## src/rtl/slot_reel_gen_if.sv

```systemverilog
// slot_reel_gen_if: reel generator handshake/result bus; stop_req exists only with SLOT_EARLY_STOP_EN
interface slot_reel_gen_if;
    logic        start;
    logic [17:0] boxes;
    logic [2:0]  col_stopped;
    logic        busy;
    logic        done;
`ifdef SLOT_EARLY_STOP_EN
    logic        stop_req;
    modport master(output start, stop_req, input boxes, col_stopped, busy, done);
    modport slave(input start, stop_req, output boxes, col_stopped, busy, done);
`else
    modport master(output start, input boxes, col_stopped, busy, done);
    modport slave(input start, output boxes, col_stopped, busy, done);
`endif
endinterface

```

## src/rtl/slot_reel_gen.sv

```systemverilog
// slot_reel_gen: LFSR-driven 3x3 reel spinner; early column stop enabled by SLOT_EARLY_STOP_EN
module slot_reel_gen #(
    parameter int          TICK_DIV   = 1000000,
    parameter int          SPIN_TICKS = 20,
    parameter int          STOP_GAP   = 4,
    parameter logic [31:0] SEED       = 32'hACE1_2024
) (
    input logic            clk,
    input logic            rst_n,
    slot_reel_gen_if.slave bus
);
    localparam int              CW      = $clog2(TICK_DIV);
    localparam int              NW      = $clog2(SPIN_TICKS + 3 * STOP_GAP + 1);
    localparam logic [31:0]     MASK    = 32'h8020_0003;
    localparam logic [31:0]     SEED_NZ = (SEED == 32'd0) ? 32'd1 : SEED;
    localparam logic [CW-1:0]   CNT_MAX = CW'(TICK_DIV - 1);

    typedef enum logic [1:0] {IDLE, SPIN, DONE} state_t;

    state_t        state;
    logic [31:0]   lfsr;
    logic [CW-1:0] tick_cnt;
    logic [NW-1:0] tick_num;
    logic [NW-1:0] stop_at;
    logic [NW-1:0] n_next;
    logic [17:0]   fresh;
    logic [2:0]    stop_next;
    logic          tick;
    logic          stop_now;
    logic          pend;

    for (genvar k = 0; k < 9; k++) begin : g_sym
        assign fresh[2*k +: 2] = lfsr[2*k +: 2] + 2'd1;
    end

    // Free-running Galois LFSR; a nonzero state can never shift to zero
    always_ff @(posedge clk)
        if (!rst_n) lfsr <= SEED_NZ;
        else lfsr <= lfsr[0] ? (lfsr >> 1) ^ MASK : lfsr >> 1;

    // Tick detection; a column stops on its scheduled tick or on a pending early stop
    always_comb begin
        tick      = (state == SPIN) && (tick_cnt == CNT_MAX);
        n_next    = tick_num + 1'b1;
        stop_now  = tick && ((n_next == stop_at) || pend);
        stop_next = {bus.col_stopped[1:0], 1'b1};
    end

`ifdef SLOT_EARLY_STOP_EN
    // Pending early-stop request, consumed by the next tick
    always_ff @(posedge clk)
        if (!rst_n || state != SPIN) pend <= 1'b0;
        else pend <= tick ? bus.stop_req : (pend | bus.stop_req);
`else
    assign pend = 1'b0;
`endif

    // Reel FSM: stop_at tracks the next stop tick so an early stop shifts later stops
    always_ff @(posedge clk) begin
        if (!rst_n) begin
            state           <= IDLE;
            tick_cnt        <= '0;
            tick_num        <= '0;
            stop_at         <= '0;
            bus.boxes       <= '0;
            bus.col_stopped <= '0;
            bus.busy        <= 1'b0;
            bus.done        <= 1'b0;
        end else begin
            bus.done <= 1'b0;
            case (state)
                IDLE: if (bus.start) begin
                    state           <= SPIN;
                    tick_cnt        <= '0;
                    tick_num        <= '0;
                    stop_at         <= NW'(SPIN_TICKS);
                    bus.col_stopped <= '0;
                    bus.busy        <= 1'b1;
                end
                SPIN: begin
                    tick_cnt <= tick ? '0 : tick_cnt + 1'b1;
                    if (tick) begin
                        tick_num <= n_next;
                        for (int c = 0; c < 3; c++)
                            if (!bus.col_stopped[c]) bus.boxes[6*c +: 6] <= fresh[6*c +: 6];
                    end
                    if (stop_now) begin
                        bus.col_stopped <= stop_next;
                        stop_at         <= n_next + NW'(STOP_GAP);
                        if (stop_next[2]) begin
                            state    <= DONE;
                            bus.busy <= 1'b0;
                            bus.done <= 1'b1;
                        end
                    end
                end
                default: state <= IDLE;
            endcase
        end
    end
endmodule

```

## src/flat_wrapper.sv

```systemverilog
// flat-port wrapper written by rule: the top's interface ports become plain ports
module slot_reel_gen_flat 
#(
    parameter int          TICK_DIV   = 1000000,
    parameter int          SPIN_TICKS = 20,
    parameter int          STOP_GAP   = 4,
    parameter logic [31:0] SEED       = 32'hACE1_2024
)
  (clk, rst_n, bus_start, bus_boxes, bus_col_stopped, bus_busy, bus_done);
  slot_reel_gen_if bus_i ();
  input logic clk;
  input logic rst_n;
  input wire logic [$bits(bus_i.start)-1:0] bus_start;
  output wire logic [$bits(bus_i.boxes)-1:0] bus_boxes;
  output wire logic [$bits(bus_i.col_stopped)-1:0] bus_col_stopped;
  output wire logic [$bits(bus_i.busy)-1:0] bus_busy;
  output wire logic [$bits(bus_i.done)-1:0] bus_done;
  assign bus_i.start = bus_start;
  assign bus_boxes = bus_i.boxes;
  assign bus_col_stopped = bus_i.col_stopped;
  assign bus_busy = bus_i.busy;
  assign bus_done = bus_i.done;
  slot_reel_gen #(.TICK_DIV(TICK_DIV), .SPIN_TICKS(SPIN_TICKS), .STOP_GAP(STOP_GAP), .SEED(SEED)) u_core (.clk(clk), .rst_n(rst_n), .bus(bus_i));
endmodule
```

## config.mk

```make
export PLATFORM = sky130hd
export DESIGN_NAME = slot_reel_gen_flat
export DESIGN_NICKNAME = d
export VERILOG_FILES = /design/src/rtl/slot_reel_gen_if.sv /design/src/rtl/slot_reel_gen.sv /design/src/flat_wrapper.sv
export SDC_FILE = /design/constraint.sdc
export NUM_CORES = 1
export LEC_CHECK = 0
export ABC_CLOCK_PERIOD_IN_PS = 2650
export BUFFER_PORTS_ARGS = -buffer_cell sky130_fd_sc_hd__buf_4
export CAP_MARGIN = 5
export CORE_UTILIZATION = 30
export CTS_CLUSTER_DIAMETER = 40
export DETAILED_ROUTE_END_ITERATION = 8
export GPL_TIMING_DRIVEN = 0
export MAX_ROUTING_LAYER = met4
export PLACE_DENSITY = 0.53
export SLEW_MARGIN = 20
export SYNTH_ARGS = -nofsm -noshare
export SYNTH_HDL_FRONTEND = slang
export SYNTH_SLANG_ARGS = --single-unit
```

## constraint.sdc

```tcl
create_clock -name clk -period 2.65 [get_ports clk]
set_input_delay 0.265 -clock clk [delete_from_list [all_inputs] [get_ports clk]]
set_output_delay 0.265 -clock clk [all_outputs]
set_load 0.005 [all_outputs]
```

Yosys cells after proc, flatten, opt, wreduce, memory -nomap -nowiden
Index checks and enable logic that the tools add are counted.
Storage, ports and cells
  bits in registers: 89
  output and inout bits: 23
  logic and storage cells: 69
Operators by class
  add/subtract/negate cells: 12
  equality and inequality tests: 7
  multiplexer cells: 22
  bitwise gates (word level): 4
  reductions and logical operators: 13
Operators by type and width (number)
  2-to-1 mux 20 bit: 2
  one-hot mux 20 bit (2 select lines): 1
  2-to-1 mux 32 bit: 1
  2-to-1 mux 6 bit: 4
  one-hot mux 6 bit (2 select lines): 2
  AND reduction 3 bit: 7
  adder 20 x 1 -> 20 bit, second input constant: 1
  == test 20 bit, second input constant: 1
  adder 2 x 1 -> 2 bit, second input constant: 9
  adder 6 x 1 -> 6 bit, second input constant: 1
  adder 6 x 3 -> 6 bit, second input constant: 1
  == test 6 bit: 1
  2-to-1 mux 2 bit: 3
  2-to-1 mux 3 bit: 2
  != test 2 x 1 -> 1 bit, second input constant: 3
  one-hot mux 3 bit (2 select lines): 1
  2-to-1 mux 1 bit: 4
  inverter 3 -> 4 bit: 1
  one-hot mux 2 bit (2 select lines): 1
  AND reduction 4 bit: 1
  inverter 1 bit: 3
  == test 2 x 1 -> 1 bit, second input constant: 1
  logical AND 1 bit: 2
  logical NOT 2 bit: 1
  4 further kinds: 4

Depth between registers and ports, before layout
Gate-level depths: netlist of the first run.
  word-level depth: 5
  gate-level depth with buffers: 7
  gate-level depth less buffers: 6

Worst setup path after synthesis of the first run
No wires, ideal clock.
  path type: register -> register
  start: register u_core.tick_num[0]
  end: register u_core.bus.col_stopped[0]
  arrival time: 1744 ps
  data required time: 2535 ps
  setup slack: 792 ps
  stages on the path, launching flop included: 8
  path buffers: 1
  period minus slack after synthesis: 1858 ps
  cells stage by stage: dfxtp_1 > ha_1 > nand3_1 > xor2_1 > xnor2_1 > and4bb_2 > buf_6 > o21a_1
On the way
  cells in the longest elaborated chain, start to end: 5
RTL lines
  start: declaration: RTL line slot_reel_gen.sv:23  | logic [NW-1:0] tick_num;
  start signal: assignment: RTL line slot_reel_gen.sv:83  | tick_num <= n_next;
  adder 6 x 1 -> 6 bit: RTL line slot_reel_gen.sv:44  | n_next = tick_num + 1'b1;
  == test 6 bit: RTL line slot_reel_gen.sv:45  | stop_now = tick && ((n_next == stop_at) || pend);
  logical AND 1 bit: RTL line slot_reel_gen.sv:45
  != test 2 x 1 -> 1 bit (no line)
  AND reduction 3 bit (no line)
  end signal: assignment: RTL line slot_reel_gen.sv:88  | bus.col_stopped <= stop_next;
  end: declaration: RTL line slot_reel_gen_if.sv:14  | modport slave(input start, output boxes, col_stopped, busy, done);
Every way passes these cells.
A chain may end at the register's enable or synchronous reset.

Final worst setup path of the first run
Same ends and word-level chain as after synthesis.

==> results.sh, run 1 <==
export IMPL_viasPerCell=4.768
export IMPL_p_int_w=0.002183
export IMPL_cp_max_fo=9
export IMPL_post_cts_buffers=0
export IMPL_synth_xor_area_frac=0.06365
export IMPL_clock_path_buffers=2
export IMPL_max_freq_ghz=0.4605
export IMPL_yosysSeqAreaShare=0.4601
export IMPL_hold_class="in2reg"
export IMPL_nNetsFinal=437
export IMPL_ctsHoldBuffers=0
export IMPL_drc=0
export IMPL_fin_skew_ns=0.009663
export IMPL_synth_nets=402
export IMPL_powerDensity_mw_per_mm2=624.5
export IMPL_critPathArrivalTime_ns=2.40
export IMPL_async_flop_share=0
export IMPL_p_leak_nw=1.928
export IMPL_drtIter0Drc=134
export IMPL_max_stage_delay_ns=0.45
export IMPL_yosys_area_share_simple=0.2611
export IMPL_grt_pass1_vias=2820
export IMPL_dp_hpwl_mm=5.826
export IMPL_die_area_mm2=0.01337
export IMPL_htreeDepth=3
export IMPL_synth_top_family_by_area="simple AND/OR/NAND/NOR gates"
export IMPL_fp_dieH_um=115.6
export IMPL_clockRootBuffer="clkbuf_16"
export IMPL_dr_pass1_iters=4
export IMPL_gp_congestion=0.7821
export IMPL_cp_slowest_cell="dfxtp_1"
export IMPL_row_count=41
export IMPL_yosysTopAreaCellShare=0.4601
export IMPL_rsz0062_at_grt="no"
export IMPL_insertion_delay_ns=0.33
export IMPL_synth_compound_area_share=0.1409
export IMPL_start_kind="register"
export IMPL_timing_final_hold_violations=0
export IMPL_setup_tns_ns=0
export IMPL_overflow=0
export IMPL_drive_above_1_share=0.1560
export IMPL_p_comb_frac=0.055
export IMPL_synth_common_cells="89 x dfxtp_1, 50 x nand2_1, 28 x and2_1"
export IMPL_dr_total_vias=2899
export IMPL_cts_resized=0
export IMPL_timing_final_crit_share=0.8195
export IMPL_synthMuxAreaShare=0.02359
export IMPL_port_buffers=24
export IMPL_swShare=0.2355
export IMPL_crit_type="reg2reg"
export IMPL_path_clk_slew_ns=0.07
export IMPL_fillers=1320
export IMPL_grt_use_total=0.1407
export IMPL_ir_worst_vdd_mv=0.2940
export IMPL_ios=26
export IMPL_die_x_um=115.6
export IMPL_syn2layout_area_growth_pct=18.06
export IMPL_maxSlewViolCount=0
export IMPL_start_util=0.3069
export IMPL_synth_edf_count=0
export IMPL_maxCapViolCount=0
export IMPL_synthAdderAreaFrac=0.009693
export IMPL_p_clk_frac=0.455
export IMPL_yosysMostFrequentCell="dfxtp_1"
export IMPL_syn_area_mm2=0.003872
export IMPL_reg2reg_slack_ns=0.48
export IMPL_yosysUniqueCellTypes=51
export IMPL_synth_seq_cells=89
export IMPL_synth_ff_type="dfxtp_1"
export IMPL_seqPwrFrac=0.490
export IMPL_p_switching_w=0.0006723
export IMPL_cp_cell_sequence="ha_1, nand3_1, xor2_1, xnor2_1, and4bb_2, buf_6, o21a_1"
export IMPL_core_area_mm2=0.01262
export IMPL_tightest_slew_ns=0.6853
export IMPL_antenna_left=0
export IMPL_syn_inst=396
export IMPL_cts_sinks=89
export IMPL_grt_max_degree=17
export IMPL_finalCriticalPeriod_ns=2.172
export IMPL_setup_viol_count_final=0
export IMPL_cp_end_kind="register"
export IMPL_cts_buffers=9
export IMPL_cts_tree="yes"
export IMPL_antenna_cells=0
export IMPL_synth_area_leaders="dfxtp_1 46%, o211a_1 5.4%, nand2_1 4.8%"
export IMPL_drt_total_wl_mm=8.481
export IMPL_grt_pass1_wl_mm=14.11
export IMPL_status="finished, final reports clean"
export IMPL_worst_endpoint_required_ns=2.87
export IMPL_yosysTopAreaCell="dfxtp_1"
export IMPL_antenna_found_initial=0
export IMPL_syn_avg_cell_area_um2=9.779
export IMPL_whs_ns=0.3148
export IMPL_relSlewSlack=0.5431
export IMPL_yosys_warnings=0
export IMPL_post_drt_wl_per_cell_um=13.95
## final timing paths
| check | from | cells past startpoint | to |
|---|---|---|---|
| max reg2reg | u_core.tick_num[0]$_SDFFE_PN0P_ | 7 | u_core.bus.col_stopped[0]$_SDFFE_PN0P_ |
| min reg2reg | u_core.lfsr[27]$_SDFF_PN1_ | 1 | u_core.lfsr[26]$_SDFF_PN1_ |
| max | u_core.tick_num[0]$_SDFFE_PN0P_ | 7 | u_core.bus.col_stopped[0]$_SDFFE_PN0P_ |
| min | rst_n | 2 | u_core.lfsr[26]$_SDFF_PN1_ |
## sequential cells by signal, summed over array words and instances, names as in the netlist
| signal | cells |
|---|---|
| u_core.state | 2 |
| u_core.bus.done | 1 |
| u_core.tick_num | 6 |
| u_core.bus.boxes | 18 |
| u_core.bus.busy | 1 |
| u_core.bus.col_stopped | 3 |
| u_core.tick_cnt | 20 |
| u_core.stop_at | 6 |
| u_core.lfsr | 32 |
## cell type report
cell class,instances,area (um2),share of cell area
Timing Repair Buffer,24,180.2,0.03941
Clock inverter,6,75.07,0.01642
Tap cell,172,215.2,0.04707
Inverter,8,30.03,0.006568
Clock buffer,10,229.0,0.05008
Multi-Input combinational cell,277,1932,0.4226
Buffer,22,128.9,0.02819
Sequential cell,89,1782,0.3897
## layer usage
| metal | track usage | vias up | wire length, um |
|---|---|---|---|
| li1 | - | 1463 | - |
| met1 | 0.1824 | 1358 | 4140 |
| met2 | 0.2156 | 64 | 3874 |
| met3 | 0.02877 | 14 | 300 |
| met4 | 0.05299 | 0 | 165 |
| met5 | - | - | 0 |
## worst max-delay path, delay by kind of cell, from the launching register on
kind	cells	cell delay (ns)
compound gates	1	0.19
flops	1	0.45
simple gates	2	0.45
xor+xnor	2	0.52
fa+ha+maj	1	0.32
buf+inv	1	0.15
## cell usage in the layout (no fill, tap or decap), types with 2 or more instances in the layout
cell        n
nor4_1      2
mux2i_1     8
inv_1       8
buf_6       4
nor3_1     14
or3_1       2
nor4b_4     2
a32o_1      2
o211ai_1    5
nand3_1    14
o21ai_1     3
buf_4      27
nor2b_1     9
xnor2_1    16
xor2_1      7
a21boi_0    4
o31a_1      2
o21a_1      4
clkbuf_16   9
a31oi_1     4
a21oi_1     3
nor3b_1     5
clkbuf_1   12
nor4_2      2
nand4_1     5
o221a_2     6
buf_2       3
ha_1        3
and2_1     28
o21ai_0     7
clkinv_4    2
nand2b_1   11
nand2_1    50
and3_1      7
dfxtp_1    89
o211a_1    21
xnor3_1     2
nor2_1     15
## power groups by stage
stage	Sequential [W]	Combinational [W]	Clock, W
5_1_grt	0.00140	0.000174	0.00139
3_3_place_gp	0.00143	0.000158	0
2_1_floorplan	0.00142	0.000113	0
3_5_place_dp	0.00143	0.000159	0
4_1_cts	0.00140	0.000159	0.00133
6_report	0.00140	0.000156	0.00130
## per-stage QoR
step           std cells    util  setup slack (ns)  power [W]  cell area (um2)
6_report             608  0.3623            0.4782   0.002855             4572
5_1_grt              608  0.3623            0.3357   0.002969             4572
4_1_cts              608  0.3623            0.4689   0.002887             4572
3_5_place_dp         592  0.3382            0.4847   0.001588             4268
3_3_place_gp         592  0.3382            0.4900   0.001587             4268
2_1_floorplan        396       -            0.7915   0.001537             3872
## logic make-up after synthesis
group	Yosys count
simple gates	175
flops	89
compound gates	65
buf+inv	30
xor+xnor	25
mux	9
fa+ha+maj	3
(Power assumes the default switching activity.)
==> inputs of run 2 (changes only) <==
- ABC_CLOCK_PERIOD_IN_PS: 2650 -> 2200
- clock period: 2.65 -> 2.2 ns (I/O delays scaled with it)
==> run 2 against run 1 <==
Compared with the run above:
- flip-flop and latch count unchanged
- register-to-register slack got worse by 0.29 ns
- critical path depth unchanged
- core utilization increased by 0.089 points
- die area unchanged
- largest cell class unchanged
- highest routed layer unchanged
- wire length about the same
- final area increased by 0.25%
- global-route usage unchanged
- via count increased by 0.31%
==> results.sh, run 2 (same netlist as run 1, synthesis figures left out) <==
export IMPL_maxCapViolCount=0
export IMPL_cts_buffers=9
export IMPL_ctsHoldBuffers=0
export IMPL_cts_sinks=89
export IMPL_crit_type="reg2reg"
export IMPL_powerDensity_mw_per_mm2=750.3
export IMPL_drt_total_wl_mm=8.485
export IMPL_cp_max_fo=9
export IMPL_port_buffers=24
export IMPL_insertion_delay_ns=0.33
export IMPL_antenna_cells=0
export IMPL_drtIter0Drc=136
export IMPL_antenna_left=0
export IMPL_relSlewSlack=0.5400
export IMPL_fp_dieH_um=115.6
export IMPL_tightest_slew_ns=0.6899
export IMPL_p_total_w=0.003439
export IMPL_rsz0062_at_grt="no"
export IMPL_nNetsFinal=437
export IMPL_drive_above_1_share=0.1628
export IMPL_antenna_found_initial=0
export IMPL_hold_path_depth=2
export IMPL_cts_tree="yes"
export IMPL_p_leak_nw=1.927
export IMPL_cp_end_kind="register"
export IMPL_clockRootBuffer="clkbuf_16"
export IMPL_grt_max_degree=17
export IMPL_worst_endpoint_required_ns=2.42
export IMPL_finalCriticalPeriod_ns=2.007
export IMPL_clock_path_buffers=2
export IMPL_row_count=41
export IMPL_timing_final_hold_violations=0
export IMPL_largest_reg_flops=32
export IMPL_status="finished, final reports clean"
export IMPL_ios=26
export IMPL_ir_worst_vdd_mv=0.3542
export IMPL_grt_use_total=0.1407
export IMPL_dp_hpwl_mm=5.826
export IMPL_viasPerCell=4.783
export IMPL_fin_skew_ns=0.007999
export IMPL_core_area_mm2=0.01262
export IMPL_dr_pass1_iters=4
export IMPL_regMostFlops="u_core.lfsr"
export IMPL_gp_congestion=0.7821
export IMPL_die_area_mm2=0.01337
export IMPL_drc=0
export IMPL_dr_total_vias=2908
export IMPL_die_x_um=115.6
export IMPL_syn2layout_area_growth_pct=18.35
export IMPL_grt_pass1_wl_mm=14.11
export IMPL_fillers=1318
export IMPL_seqCellArea_mm2=0.001783
export IMPL_timing_final_crit_share=0.9123
export IMPL_start_util=0.3069
export IMPL_post_cts_buffers=0
export IMPL_max_freq_ghz=0.4982
export IMPL_mostFrequentLayoutCell="dfxtp_1"
export IMPL_setup_tns_ns=0
export IMPL_reg_top3="u_core.lfsr (32), u_core.tick_cnt (20), u_core.bus.boxes (18)"
export IMPL_setup_viol_count_final=0
export IMPL_htreeDepth=3
export IMPL_post_drt_wl_per_cell_um=13.96
export IMPL_cts_resized=0
export IMPL_r2r_cells=7
export IMPL_grt_pass1_vias=2820
export IMPL_path_clk_slew_ns=0.07
export IMPL_critPathArrivalTime_ns=2.23
export IMPL_mostFrequentLayoutCells="88 x dfxtp_1, 50 x nand2_1, 28 x and2_1"
export IMPL_multiInputGateArea_mm2=0.001942
export IMPL_hold_class="in2reg"
export IMPL_maxSlewViolCount=0
export IMPL_overflow=0
export IMPL_start_kind="register"
run 2: area by class of cell:
| class | count | share of cell area |
|---|---|---|
| plain buffers | 22 | 0.02812 |
| clock buffers | 10 | 0.04996 |
| clock inverters | 6 | 0.01638 |
| inverters | 8 | 0.006552 |
| multi-input cells | 277 | 0.4237 |
| flip-flops and latches | 89 | 0.3890 |
| well taps | 172 | 0.04696 |
| repair buffers | 24 | 0.03931 |
run 2: critical path, cell delays in order, from the launching register on:
cell      delay, ns
dfxtp_2        0.40
ha_2           0.26
nand3_1        0.18
xor2_2         0.21
xnor2_1        0.25
and4bb_2       0.27
buf_6          0.15
o21a_1         0.19
run 2: final timing paths:
check                                            to                            start  slack, ns
min reg2reg              u_core.lfsr[26]$_SDFF_PN1_       u_core.lfsr[27]$_SDFF_PN1_       0.41
min                      u_core.lfsr[26]$_SDFF_PN1_                            rst_n       0.27
max          u_core.bus.col_stopped[0]$_SDFFE_PN0P_  u_core.tick_num[0]$_SDFFE_PN0P_       0.19
max reg2reg  u_core.bus.col_stopped[0]$_SDFFE_PN0P_  u_core.tick_num[0]$_SDFFE_PN0P_       0.19
run 2: layer usage:
layer  track usage  vias to the layer above  share of wire
li1              -                     1463              -
met1        0.1824                     1367           0.49
met2        0.2156                       64           0.46
met3       0.02877                       14          0.034
met4       0.05299                        0          0.019
met5             -                        -              0
run 2: where the power goes:
| group | internal, W | switching, W |
|---|---|---|
| clock | 0.000898 | 0.000667 |
| sequential | 0.00166 | 0.0000270 |
| combinational | 0.0000735 | 0.000115 |
| total | 0.00263 | 0.000809 |
run 2: per-stage QoR:
stage	hold slack, ns	setup slack, ns	area [um2]	cells	utilization
after floorplan	0.3863	0.3415	3872	396	-
after global placement	0.3914	0.04001	4268	592	0.3382
after detailed placement	0.3909	0.03473	4268	592	0.3382
after CTS	0.2885	0.01891	4572	608	0.3623
after global routing	0.2919	0.03650	4583	608	0.3632
final	0.2735	0.1929	4583	608	0.3632
==> inputs of run 3 (changes only) <==
- ABC_AREA: unset -> 1
==> run 3 against run 2 <==
Compared with the run above:
- clock power decreased by 4%
- setup slack got worse by 0.0087 ns
- wire length increased by 0.55%
- die area decreased by 2.3%
- final area decreased by 2.4%
- flip-flop and latch count unchanged
- sequential power about the same
- core utilization increased by 0.45 points
- sequential share of layout area increased by 0.94 points
- total power increased by 0.55%
- synthesized cell count increased by 25%
- largest cell class is now flip-flops and latches
- highest routed layer unchanged
==> results.sh, run 3 <==
export IMPL_overflow=0
export IMPL_dr_pass1_iters=4
export IMPL_dp_hpwl_mm=6.217
export IMPL_syn_area_mm2=0.003781
export IMPL_timing_final_hold_violations=0
export IMPL_maxSlewViolCount=0
export IMPL_ios=26
export IMPL_yosys_warnings=0
export IMPL_yosysTopAreaCellShare=0.4712
export IMPL_grt_max_degree=19
export IMPL_row_count=40
export IMPL_reg2reg_slack_ns=0.18
export IMPL_maxCapViolCount=0
export IMPL_ctsHoldBuffers=0
export IMPL_synth_edf_count=0
export IMPL_synth_seq_cells=89
export IMPL_min_from="bus_start"
export IMPL_core_area_mm2=0.01216
export IMPL_hold_class="in2reg"
export IMPL_mostFrequentLayoutCells="96 x nand2_1, 89 x dfxtp_1, 66 x inv_1"
export IMPL_insertion_delay_ns=0.34
export IMPL_relSlewSlack=0.5831
export IMPL_rsz0062_at_grt="no"
export IMPL_antenna_left=0
export IMPL_htreeDepth=3
export IMPL_drtIter0Drc=147
export IMPL_yosysTopAreaCell="dfxtp_1"
export IMPL_syn2layout_area_growth_pct=18.27
export IMPL_grt_pass1_vias=3001
export IMPL_setup_slack_ns=0.1841
export IMPL_powerDensity_mw_per_mm2=773.2
export IMPL_max_freq_ghz=0.4961
export IMPL_reg_top3="u_core.lfsr (32), u_core.tick_cnt (20), u_core.bus.boxes (18)"
export IMPL_p_leak_nw=1.932
export IMPL_syn_inst=494
export IMPL_worst_endpoint_required_ns=2.46
export IMPL_synth_xor_area_frac=0.03475
export IMPL_post_drt_wl_per_cell_um=12.14
export IMPL_gp_congestion=0.8614
export IMPL_die_x_um=114.3
export IMPL_port_buffers=25
export IMPL_async_flop_share=0
export IMPL_syn_avg_cell_area_um2=7.654
export IMPL_path_clk_slew_ns=0.07
export IMPL_setup_viol_count_final=0
export IMPL_mostFrequentLayoutCell="nand2_1"
export IMPL_viasPerCell=4.508
export IMPL_cts_resized=0
export IMPL_synth_ff_type="dfxtp_1"
export IMPL_drive_above_1_share=0.1477
export IMPL_synth_area_leaders="dfxtp_1 47%, nand2_1 9.5%, inv_1 6.6%"
export IMPL_cp_max_fo=10
export IMPL_grt_use_total=0.1434
export IMPL_start_kind="register"
export IMPL_antenna_found_initial=0
export IMPL_drt_total_wl_mm=8.532
export IMPL_yosys_area_share_simple=0.2733
export IMPL_dr_total_vias=3169
export IMPL_rr_startpoint="u_core.tick_cnt[0]$_SDFFE_PN0P_"
export IMPL_clock_path_buffers=2
export IMPL_yosysMostFrequentCell="nand2_1"
export IMPL_cts_tree="yes"
export IMPL_grt_pass1_wl_mm=14.29
export IMPL_die_area_mm2=0.01306
export IMPL_cp_end_kind="register"
export IMPL_drc=0
export IMPL_fin_skew_ns=0.009468
export IMPL_crit_type="reg2reg"
export IMPL_pre_cts_ws_ns=0.2265
export IMPL_synth_common_cells="96 x nand2_1, 89 x dfxtp_1, 66 x inv_1"
export IMPL_finalCriticalPeriod_ns=2.016
export IMPL_ir_worst_vdd_mv=0.3752
export IMPL_fillers=1276
export IMPL_tightest_slew_ns=0.6254
export IMPL_critPathArrivalTime_ns=2.27
export IMPL_synth_compound_area_share=0.1257
export IMPL_r2r_cells=8
export IMPL_nNetsFinal=536
export IMPL_hold_end="u_core.stop_at[1]$_SDFFE_PN0P_"
export IMPL_crit_reg2reg_capture="u_core.tick_cnt[9]$_SDFFE_PN0P_"
export IMPL_antenna_cells=0
export IMPL_hold_path_depth=6
export IMPL_regMostFlops="u_core.lfsr"
export IMPL_setup_tns_ns=0
export IMPL_synthMuxAreaShare=0
export IMPL_yosysUniqueCellTypes=38
export IMPL_yosysSeqAreaShare=0.4712
export IMPL_status="finished, final reports clean"
export IMPL_clockRootBuffer="clkbuf_16"
export IMPL_synth_top_family_by_area="simple AND/OR/NAND/NOR gates"
export IMPL_fp_dieH_um=114.3
export IMPL_synth_nets=500
export IMPL_start_util=0.3109
export IMPL_cts_buffers=9
export IMPL_cts_sinks=89
export IMPL_timing_final_crit_share=0.9163
export IMPL_post_cts_buffers=0
export IMPL_synthAdderAreaFrac=0.009927
export IMPL_largest_reg_flops=32
run 3: cell types whose count changed after synthesis, sizes merged, moves of 19 or more:
cell	change
and2	-28
nor2	+45
o211a	-20
nand2	+51
inv	+61
o21ai	+19
a21oi	+31
run 3: kinds of logic (layout without fill, tap and decap cells):
| group | Yosys count | count (layout) |
|---|---|---|
| flip-flops | 89 | 89 |
| AND/OR/NAND/NOR | 221 | 221 |
| XOR/XNOR | 15 | 15 |
| adder cells (fa/ha/maj) | 3 | 3 |
| buffers and inverters | 81 | 122 |
| AO/OA/AOI/OAI | 85 | 85 |
run 3: worst max-delay path, cell delays in order, from the launching register on:
cell	delay [ns]
dfxtp_1	0.36
ha_1	0.25
nand3_2	0.14
nor2_4	0.07
nand3_4	0.17
nand2_2	0.18
nor2_1	0.36
inv_2	0.17
a221oi_1	0.22
run 3: worst max path at each step:
stage	startpoint	end	cells past startpoint
after floorplan	u_core.tick_num[0]$_SDFFE_PN0P_	u_core.stop_at[0]$_SDFFE_PN0P_	11
after global placement	u_core.tick_cnt[0]$_SDFFE_PN0P_	u_core.tick_cnt[13]$_SDFFE_PN0P_	8
after detailed placement	u_core.tick_cnt[0]$_SDFFE_PN0P_	u_core.tick_cnt[9]$_SDFFE_PN0P_	8
after CTS	u_core.tick_cnt[0]$_SDFFE_PN0P_	u_core.tick_cnt[13]$_SDFFE_PN0P_	8
after global routing	u_core.tick_cnt[0]$_SDFFE_PN0P_	u_core.tick_cnt[13]$_SDFFE_PN0P_	8
final	u_core.tick_cnt[0]$_SDFFE_PN0P_	u_core.tick_cnt[9]$_SDFFE_PN0P_	8
run 3: per-stage QoR:
| stage | hold slack (ns) | cell area (um2) | power (W) | instances | util |
|---|---|---|---|---|---|
| 3_3_place_gp | 0.3939 | 4179 | 0.001986 | 687 | 0.3436 |
| 3_5_place_dp | 0.4023 | 4179 | 0.001991 | 687 | 0.3436 |
| 6_report | 0.2729 | 4472 | 0.003458 | 703 | 0.3677 |
| 2_1_floorplan | 0.3905 | 3781 | 0.001918 | 494 | - |
| 5_1_grt | 0.3333 | 4472 | 0.003603 | 703 | 0.3677 |
| 4_1_cts | 0.2682 | 4472 | 0.003505 | 703 | 0.3677 |
run 3: power by group:
group,internal [W],switching (W)
registers,0.00167,0.0000400
clock network,0.000798,0.000706
logic,0.0000840,0.000160
run 3: per-layer routing:
layer	GRT usage	wire length, um	up-vias
met3	0.03600	370	19
met2	0.2194	3778	53
met5	-	0	-
met4	0.06147	186	0
met1	0.1793	4197	1427
li1	-	-	1670
run 3: cell type report:
cell class / count / area (um2) / share of cell area
sequential: 89 / 1782 / 0.3984
tap: 168 / 210.2 / 0.04701
clock inverter: 7 / 67.56 / 0.01511
timing repair buffer: 25 / 187.7 / 0.04197
clock buffer: 9 / 225.2 / 0.05036
inverter: 69 / 259.0 / 0.05792
buffer: 12 / 62.56 / 0.01399
multi-input combinational: 324 / 1678 / 0.3752
